[config.mk]
export PLATFORM = sky130hd
export DESIGN_NAME = layer_sequencer
export DESIGN_NICKNAME = d
export VERILOG_FILES = /design/src/rtl/layer_seq_pkg.sv /design/src/rtl/layer_sequencer_counter.sv /design/src/rtl/layer_sequencer.sv
export SDC_FILE = /design/constraint.sdc
export NUM_CORES = 1
export LEC_CHECK = 0
export BUFFER_PORTS_ARGS = -buffer_cell sky130_fd_sc_hd__buf_2
export CORE_AREA = 2 2 39 41
export CTS_CLUSTER_DIAMETER = 200
export DETAILED_ROUTE_END_ITERATION = 6
export DIE_AREA = 0 0 41 43
export PLACE_DENSITY = 0.71
export SLEW_MARGIN = 20
export SYNTH_ARGS = -nofsm -noshare
export SYNTH_HDL_FRONTEND = slang
export SYNTH_SLANG_ARGS = --single-unit
[constraint.sdc]
create_clock -name clk -period 3.35 [get_ports clk]
set_input_delay 0.67 -clock clk [delete_from_list [all_inputs] [get_ports clk]]
set_output_delay 0.67 -clock clk [all_outputs]
set_load 0.02 [all_outputs]
[src/rtl/layer_seq_pkg.sv]
// Shared types and helpers for the layer sequencer.
// Defines the state encoding and the counter-width helper.
package layer_seq_pkg;

  typedef enum logic [2:0] {
    IDLE  = 3'd0,
    CLR   = 3'd1,
    BIAS  = 3'd2,
    ACCUM = 3'd3,
    DRAIN = 3'd4,
    WRITE = 3'd5,
    DONE  = 3'd6
  } state_e;

  // Width needed to hold 0..n-1, at least 1 bit.
  function automatic int unsigned cnt_w(
    input int unsigned n
  );
    return (n <= 1) ? 1 : $clog2(n);
  endfunction

endpackage

[src/rtl/layer_sequencer_counter.sv]
// seq_counter: clear/enable counter, wraps at MAX, tc high at MAX.
// Ports: clk, reset (async low), clr, en, cnt[WIDTH], tc.
module seq_counter #(
  parameter int unsigned WIDTH = 1,
  parameter int unsigned MAX   = 0
) (
  input  logic             clk,
  input  logic             reset,
  input  logic             clr,
  input  logic             en,
  output logic [WIDTH-1:0] cnt,
  output logic             tc
);

  localparam logic [WIDTH-1:0] MAX_V = WIDTH'(MAX);

  logic [WIDTH-1:0] cnt_q;
  logic [WIDTH-1:0] cnt_d;

  always_comb begin
    cnt_d = cnt_q;
    if (clr) begin
      cnt_d = '0;
    end else if (en) begin
      if (cnt_q == MAX_V) begin
        cnt_d = '0;
      end else begin
        cnt_d = cnt_q + WIDTH'(1);
      end
    end
  end

  always_ff @(posedge clk or negedge reset) begin
    if (!reset) begin
      cnt_q <= '0;
    end else begin
      cnt_q <= cnt_d;
    end
  end

  assign cnt = cnt_q;
  assign tc  = (cnt_q == MAX_V);

endmodule

[src/rtl/layer_sequencer.sv]
// Sequences one FC layer over the AG and MAC ALU (start/busy/done).
// Ports: AG_rst/AG_read, ALU_rst/ALU_en, out_we/out_addr; bias_load with LAYER_SEQ_BIAS_EN.
module layer_sequencer
  import layer_seq_pkg::*;
#(
  parameter int unsigned N_INPUTS    = 4,
  parameter int unsigned N_NEURONS   = 3,
  parameter int unsigned MAC_LATENCY = 2
) (
  input  logic clk,
  input  logic reset,
  input  logic start,
  output logic busy,
  output logic done,
  output logic AG_rst,
  output logic AG_read,
  output logic ALU_rst,
  output logic ALU_en,
  output logic out_we,
  output logic [cnt_w(N_NEURONS)-1:0] out_addr
`ifdef LAYER_SEQ_BIAS_EN
  ,
  output logic bias_load
`endif
);

  localparam int unsigned IW = cnt_w(N_INPUTS);
  localparam int unsigned DW = cnt_w(MAC_LATENCY + 1);
  localparam int unsigned NW = cnt_w(N_NEURONS);

  state_e state_q;
  state_e state_d;
  logic   alu_en_q;
  logic   alu_en_d;

  logic          is_idle;
  logic          is_accum;
  logic          is_drain;
  logic          is_write;
  logic          in_tc;
  logic          dr_tc;
  logic          nr_tc;
  logic [IW-1:0] in_cnt_unused;
  logic [DW-1:0] dr_cnt_unused;
  logic [NW-1:0] nr_cnt;

  assign is_idle  = (state_q == IDLE);
  assign is_accum = (state_q == ACCUM);
  assign is_drain = (state_q == DRAIN);
  assign is_write = (state_q == WRITE);

  seq_counter #(
    .WIDTH(IW),
    .MAX  (N_INPUTS - 1)
  ) u_in_cnt (
    .clk  (clk),
    .reset(reset),
    .clr  (is_idle),
    .en   (is_accum),
    .cnt  (in_cnt_unused),
    .tc   (in_tc)
  );

  seq_counter #(
    .WIDTH(DW),
    .MAX  (MAC_LATENCY)
  ) u_dr_cnt (
    .clk  (clk),
    .reset(reset),
    .clr  (is_idle),
    .en   (is_drain),
    .cnt  (dr_cnt_unused),
    .tc   (dr_tc)
  );

  seq_counter #(
    .WIDTH(NW),
    .MAX  (N_NEURONS - 1)
  ) u_nr_cnt (
    .clk  (clk),
    .reset(reset),
    .clr  (is_idle),
    .en   (is_write),
    .cnt  (nr_cnt),
    .tc   (nr_tc)
  );

  always_comb begin
    state_d = state_q;
    case (state_q)
      IDLE: begin
        if (start) begin
          state_d = CLR;
        end
      end
`ifdef LAYER_SEQ_BIAS_EN
      CLR:   state_d = BIAS;
      BIAS:  state_d = ACCUM;
`else
      CLR:   state_d = ACCUM;
`endif
      ACCUM: begin
        if (in_tc) begin
          state_d = DRAIN;
        end
      end
      DRAIN: begin
        if (dr_tc) begin
          state_d = WRITE;
        end
      end
      WRITE: state_d = nr_tc ? DONE : CLR;
      DONE:  state_d = IDLE;
      default: state_d = IDLE;
    endcase
  end

  // ALU_en trails AG_read by one cycle for memory latency.
  assign alu_en_d = is_accum;

  always_ff @(posedge clk or negedge reset) begin
    if (!reset) begin
      state_q  <= IDLE;
      alu_en_q <= 1'b0;
    end else begin
      state_q  <= state_d;
      alu_en_q <= alu_en_d;
    end
  end

  // AG keeps running across neurons; only rewind it at neuron 0.
  assign AG_rst   = is_idle
                  | ((state_q == CLR) & (nr_cnt == '0));
  assign ALU_rst  = is_idle | (state_q == CLR);
  assign AG_read  = is_accum;
  assign ALU_en   = alu_en_q;
  assign out_we   = is_write;
  assign out_addr = is_write ? nr_cnt : '0;
  assign done     = (state_q == DONE);
  assign busy     = !is_idle;
`ifdef LAYER_SEQ_BIAS_EN
  assign bias_load = (state_q == BIAS);
`endif

endmodule

==> results.tsv, run 1 <==
stage	metric	value	unit
final_layout	layout.cells.non_filler	89	
die	coreArea	0.00138	sq mm
sta	rsz0062_at_grt	false	
cts	post_cts_buffers	0	
cts	cts_tree	done	
drt	drt-wirelength-per-cell	12.2	um
final_layout	layout.nets	79	
sta	hold_viol	0	
cts	root_buffer	clkbuf_4	
synthesis	post_synth_num_cell_types	25	
critical_path	max_stage_delay	0.68	ns
global_route	grt_max_degree	17	
sta	tns	0	ns
critical_path	path_cells	and2b_1, and3_1, buf_2	
pwr	p_sw_share	44.2	%
sta	setup_viol	0	
critical_path	slowest_stage	dfrtp_1	
sta	worstMarginPinSlew	0.542	ns
die	dieWidth	41	um
final_layout	drive_gt1_share	26.0	%
synthesis	synth_nets	66	
sta	slew_headroom	63.9	%
cts	post_cts_resized	0	
pwr	p_leak	0.332	nW
synthesis	synth_largest_area_cell	dfrtp_1	
critical_path	cp.required	2.68	ns
pwr	p_per_area	854	mW/mm^2
pwr	peakVddDrop	299	uV
final_layout	n_antenna_cell	0	
critical_path	cp_max_fo	16	
final_layout	fill_cells	132	
drt	dr.pass1.iters	4	
critical_path	end_kind	output port	
place	hpwl	753	um
sta	layout_min_cycle_time	2.22	ns
synthesis	ys_seq_elements	10	
sta	setup_ws	1.13	ns
die	dieArea	0.00176	sq mm
drt	postRouteWirelength	1090	um
synthesis	synth_warnings	0	
cts	htree_num_levels	1	
final_layout	mostFrequentLayoutCells	o21ai_0 (11), buf_2 (11), dfrtp_1 (10)	
critical_path	reg2reg_from	u_in_cnt.cnt[0]	
place	placed_cells	86	
die	rows	14	
cts	cts.sinks	10	
cts	clk_pin_slew	0.06	ns
place	routabilityCongestion	0.778	
drt	drcViolationCount	0	
die	dieHeight	43	um
global_route	track_usage	14.9	%
drt	first_iter_violations	9	
run_status	outcome	finished clean	
drt	vias_per_cell	5.39	
die	pin_count	12	
job	drv_cap	0	
synthesis	syn_avg_cell_area	9.67	sq um
drt	ant_nets	0	
synthesis	synth_top_area_share	41.8	%
cts	cts_hold_buffers	0	
sta	fmax	450	MHz
synthesis	synth_edf_count	0	
drt	vias	480	
final_layout	syn2layout_area_growth	11.3	%
pwr	p_int	0.318	mW
sta	period_share	66.3	%
global_route	grt_pass1_vias	390	
synthesis	ys_seq_area_share	41.8	%
pwr	p_clk_share	14.3	%
synthesis	netlist_instances	62	
synthesis	ys.flop_type	dfrtp_1	
critical_path	critPathLaunchType	flop	
cts	insertion_delay	0.26	ns
global_route	antenna_found_initial	0	
global_route	grt_pass1_wl	1710	um
critical_path	startpoint	state_q[2]	
place	pre_cts_slack	1.41	ns
cts	cts_buffer_depth	2	
place	portBuffers	11	
worst_hold_path	min_path_type	in2async	
global_route	grt_overflow	0	
synthesis	synth_area_leaders	dfrtp_1 (42%), o21ai_0 (9.2%), a21oi_1 (4.2%)	
pwr	switchingPower	0.252	mW
synthesis	synthArstFlopShare	100	%
die	initial_core_util	43.3	%
pwr	pwr-share-comb	44.6	%
critical_path	critPathArrivalTime	1.55	ns
sta	slew_viol_final	0	
synthesis	synthesis.area	599	sq um
pwr	sequentialPowerShare	41.1	%
cts	cts_buffers	3	
sta	clock_skew	0.00372	ns
critical_path	critPathKind	reg2out	
## cell type report
class | instances | area [sq um] | area share [%]
multi-input cells | 46 | 308 | 46.2
flip-flops and latches | 10 | 250 | 37.5
repair buffers | 11 | 55.1 | 8.26
clock buffers | 3 | 22.5 | 3.38
well taps | 16 | 20.0 | 3.00
inverters | 3 | 11.3 | 1.69
## per-stage QoR
stage | util (%) | total power, mW | hold WS, ns | area [sq um]
detailed placement | 46.6 | 0.492 | 0.480 | 644
global route | 48.2 | 0.617 | 0.261 | 667
finish | 48.2 | 0.570 | 0.252 | 667
global placement | 46.6 | 0.488 | 0.489 | 644
CTS | 48.2 | 0.576 | 0.259 | 667
floorplan | - | 0.444 | 0.374 | 599
## power groups by stage
stage	combinational, mW	sequential, mW	clock [mW]
floorplan	0.241	0.203	0
global placement	0.255	0.233	0
finish	0.254	0.234	0.0813
global route	0.282	0.244	0.0923
CTS	0.259	0.233	0.0841
detailed placement	0.257	0.235	0
## metal layers
metal / GRT usage, % / vias to the layer above / routed length [um]
met5: 0 / - / 0
met4: 12.0 / 0 / 38
met3: 3.14 / 4 / 55
met2: 20.6 / 13 / 493
met1: 19.0 / 220 / 502
li1: - / 243 / -
## synth_stat cells, types with 2 or more instances
library cell	instances
nand2_1	3
dfrtp_1	10
buf_6	2
a21oi_1	5
inv_1	3
o21ai_0	11
nor2_1	4
and2b_1	3
and3_1	2
nor2b_1	2
o21a_1	2
and2_1	2
## final timing paths
| kind | endpoint | slack, ns | cells past startpoint |
|---|---|---|---|
| max | out_addr[0] | 1.13 | 3 |
| min | u_nr_cnt.cnt[0] | 0.25 | 1 |
| max reg2reg | u_in_cnt.cnt[0] | 2.09 | 4 |
| min reg2reg | u_dr_cnt.cnt[0] | 0.48 | 1 |
| max in group asynchronous | u_in_cnt.cnt[1] | 2.91 | 1 |
| min in group clk | u_dr_cnt.cnt[0] | 0.48 | 1 |
## cells by family after synthesis
group,synth area share (%)
buf+inv,6.89
flops,41.8
fa+ha+maj,2.09
simple gates,28.2
compound gates,21.1
## registers in the layout, summed over array words and instances, names as in the netlist
register and count:
ALU_en 1, state_q 3, u_in_cnt.cnt 2, u_nr_cnt.cnt 2, u_dr_cnt.cnt 2
## worst max-delay path, delay by kind of cell (launching register included)
kind          cells  cell delay, ns
buf+inv           1            0.16
flops             1            0.68
simple gates      2            0.45
No activity file was read; power rests on OpenSTA's default activity.
==> inputs of run 2 (changes only) <==
Clock period 3.35 ns to 2.15 ns, I/O delays scaled along.
==> results.tsv, run 2 (synthesis results as in run 1) <==
stage	metric	value	unit	change
drt	vias_per_cell	5.10		was 5.39
sta	worstMarginPinSlew	0.358	ns	was 0.542 ns
sta	hold_viol	0		unchanged
place	routabilityCongestion	0.772		was 0.778
final_layout	n_antenna_cell	0		unchanged
critical_path	critPathKind	reg2out		unchanged
final_layout	layout.nets	80		was 79
final_layout	fin_area	688	sq um	was 667 sq um
final_layout	regArea	250	sq um	unchanged
die	dieWidth	41	um	unchanged
sta	clock_skew	0.00238	ns	was 0.00372 ns
cts	cts_hold_buffers	0		unchanged
global_route	antenna_found_initial	0		unchanged
cts	root_buffer	clkbuf_4		unchanged
sta	fmax	527	MHz	
final_layout	drive_gt1_share	28.0	%	was 26.0%
critical_path	critPathTopFamily	flip-flops		unchanged
sta	setup_ws	0.252	ns	was 1.13 ns
pwr	p_leak	0.345	nW	was 0.332 nW
pwr	p_per_area	1360	mW/mm^2	was 854 mW/mm^2
die	pin_count	12		unchanged
critical_path	path_cells	inv_1, nor3_2, buf_2		was and2b_1, and3_1, buf_2
pwr	power.total	0.936	mW	was 0.570 mW
pwr	peakVddDrop	564	uV	was 299 uV
final_layout	mostFrequentLayoutCells	o21ai_0 (11), buf_2 (11), dfrtp_1 (10)		unchanged
critical_path	end_kind	output port		unchanged
sta	holdWs	0.0113	ns	was 0.252 ns
drt	drcViolationCount	0		unchanged
critical_path	max_stage_delay	0.54	ns	was 0.68 ns
critical_path	critPathArrivalTime	1.47	ns	was 1.55 ns
final_layout	largest_reg_flops	3		unchanged
final_layout	multi_input_area	308	sq um	unchanged
sta	setup_viol	0		unchanged
critical_path	cp_max_fo	12		was 16
global_route	track_usage	14.8	%	was 14.9%
drt	first_iter_violations	3		was 9
critical_path	crit_buf_inv	2		was 1
cts	cts_tree	done		unchanged
die	rows	14		unchanged
final_layout	syn2layout_area_growth	14.8	%	was 11.3%
sta	slew_viol_final	0		unchanged
place	hpwl	766	um	was 753 um
worst_hold_path	min_path_type	in2async		unchanged
sta	period_share	88.3	%	
place	place_area	652	sq um	was 644 sq um
global_route	grt_max_degree	15		was 17
cts	clk_pin_slew	0.07	ns	was 0.06 ns
sta	slew_headroom	76.1	%	was 63.9%
job	drv_cap	0		unchanged
die	initial_core_util	43.3	%	unchanged
die	dieHeight	43	um	unchanged
critical_path	slowest_stage	dfrtp_1		unchanged
cts	insertion_delay	0.26	ns	about the same
cts	cts_buffers	3		unchanged
global_route	grt_pass1_wl	1740	um	was 1710 um
drt	drt-wirelength-per-cell	11.6	um	was 12.2 um
sta	tns	0	ns	unchanged
place	pre_cts_slack	0.535	ns	was 1.41 ns
cts	post_cts_buffers	0		unchanged
cts	cts.sinks	10		unchanged
final_layout	fill_cells	132		unchanged
cts	cts_buffer_depth	2		unchanged
critical_path	startpoint	state_q[0]		was state_q[2]
run_status	outcome	finished clean		unchanged
place	portBuffers	11		unchanged
cts	htree_num_levels	1		unchanged
sta	rsz0062_at_grt	false		unchanged
drt	vias	464		was 480
sta	layout_min_cycle_time	1.90	ns	
drt	dr.pass1.iters	2		was 4
drt	postRouteWirelength	1060	um	was 1090 um
final_layout	top_register	state_q		unchanged
critical_path	cp.required	1.72	ns	was 2.68 ns
critical_path	critPathLaunchType	flop		unchanged
die	dieArea	0.00176	sq mm	unchanged
drt	ant_nets	0		unchanged
die	coreArea	0.00138	sq mm	unchanged
critical_path	reg2reg_from	u_in_cnt.cnt[0]		unchanged
cts	post_cts_resized	0		unchanged
global_route	grt_overflow	0		unchanged
global_route	grt_pass1_vias	416		was 390
[run 2: power breakdown]
part | switching (mW) | internal (mW) | total, mW
Sequential | 0.103 | 0.253 | 0.356
Combinational | 0.228 | 0.182 | 0.410
Clock | 0.0667 | 0.103 | 0.170
[run 2: path summary, 6_finish.rpt]
path / end / slack [ns] / depth (start not counted)
min in group clk: u_dr_cnt.cnt[0] / 0.49 / 1
max in group asynchronous: u_dr_cnt.cnt[0] / 1.95 / 1
max reg2reg: u_in_cnt.cnt[0] / 0.90 / 4
max: AG_read / 0.25 / 3
min reg2reg: u_dr_cnt.cnt[0] / 0.49 / 1
min: state_q[2] / 0.01 / 1
[run 2: worst register-to-register path, cell delays in order (launching register included)]
cell,delay (ns)
dfrtp_1,0.43
ha_1,0.28
nor4b_4,0.28
a21oi_1,0.06
o21ai_1,0.13
[run 2: final cells by class]
| class | instances | share of cell area (%) |
|---|---|---|
| inverters | 3 | 1.64 |
| flip-flops and latches | 10 | 36.4 |
| multi-input cells | 46 | 44.7 |
| well taps | 16 | 2.91 |
| repair buffers | 12 | 9.09 |
| clock buffers | 4 | 5.27 |
[run 2: routing by layer]
metal / track usage [%] / part of all wire, %
met5: 0 / 0
met2: 18.8 / 45
met1: 21.6 / 50
met4: 10.0 / 1.2
met3: 3.14 / 4.2
[run 2: stage by stage]
| step | util, % | instances |
|---|---|---|
| 2_1_floorplan | - | 62 |
| 4_1_cts | 49.7 | 91 |
| 6_report | 49.7 | 91 |
| 3_5_place_dp | 47.1 | 87 |
| 5_1_grt | 49.7 | 91 |
| 3_3_place_gp | 47.1 | 87 |
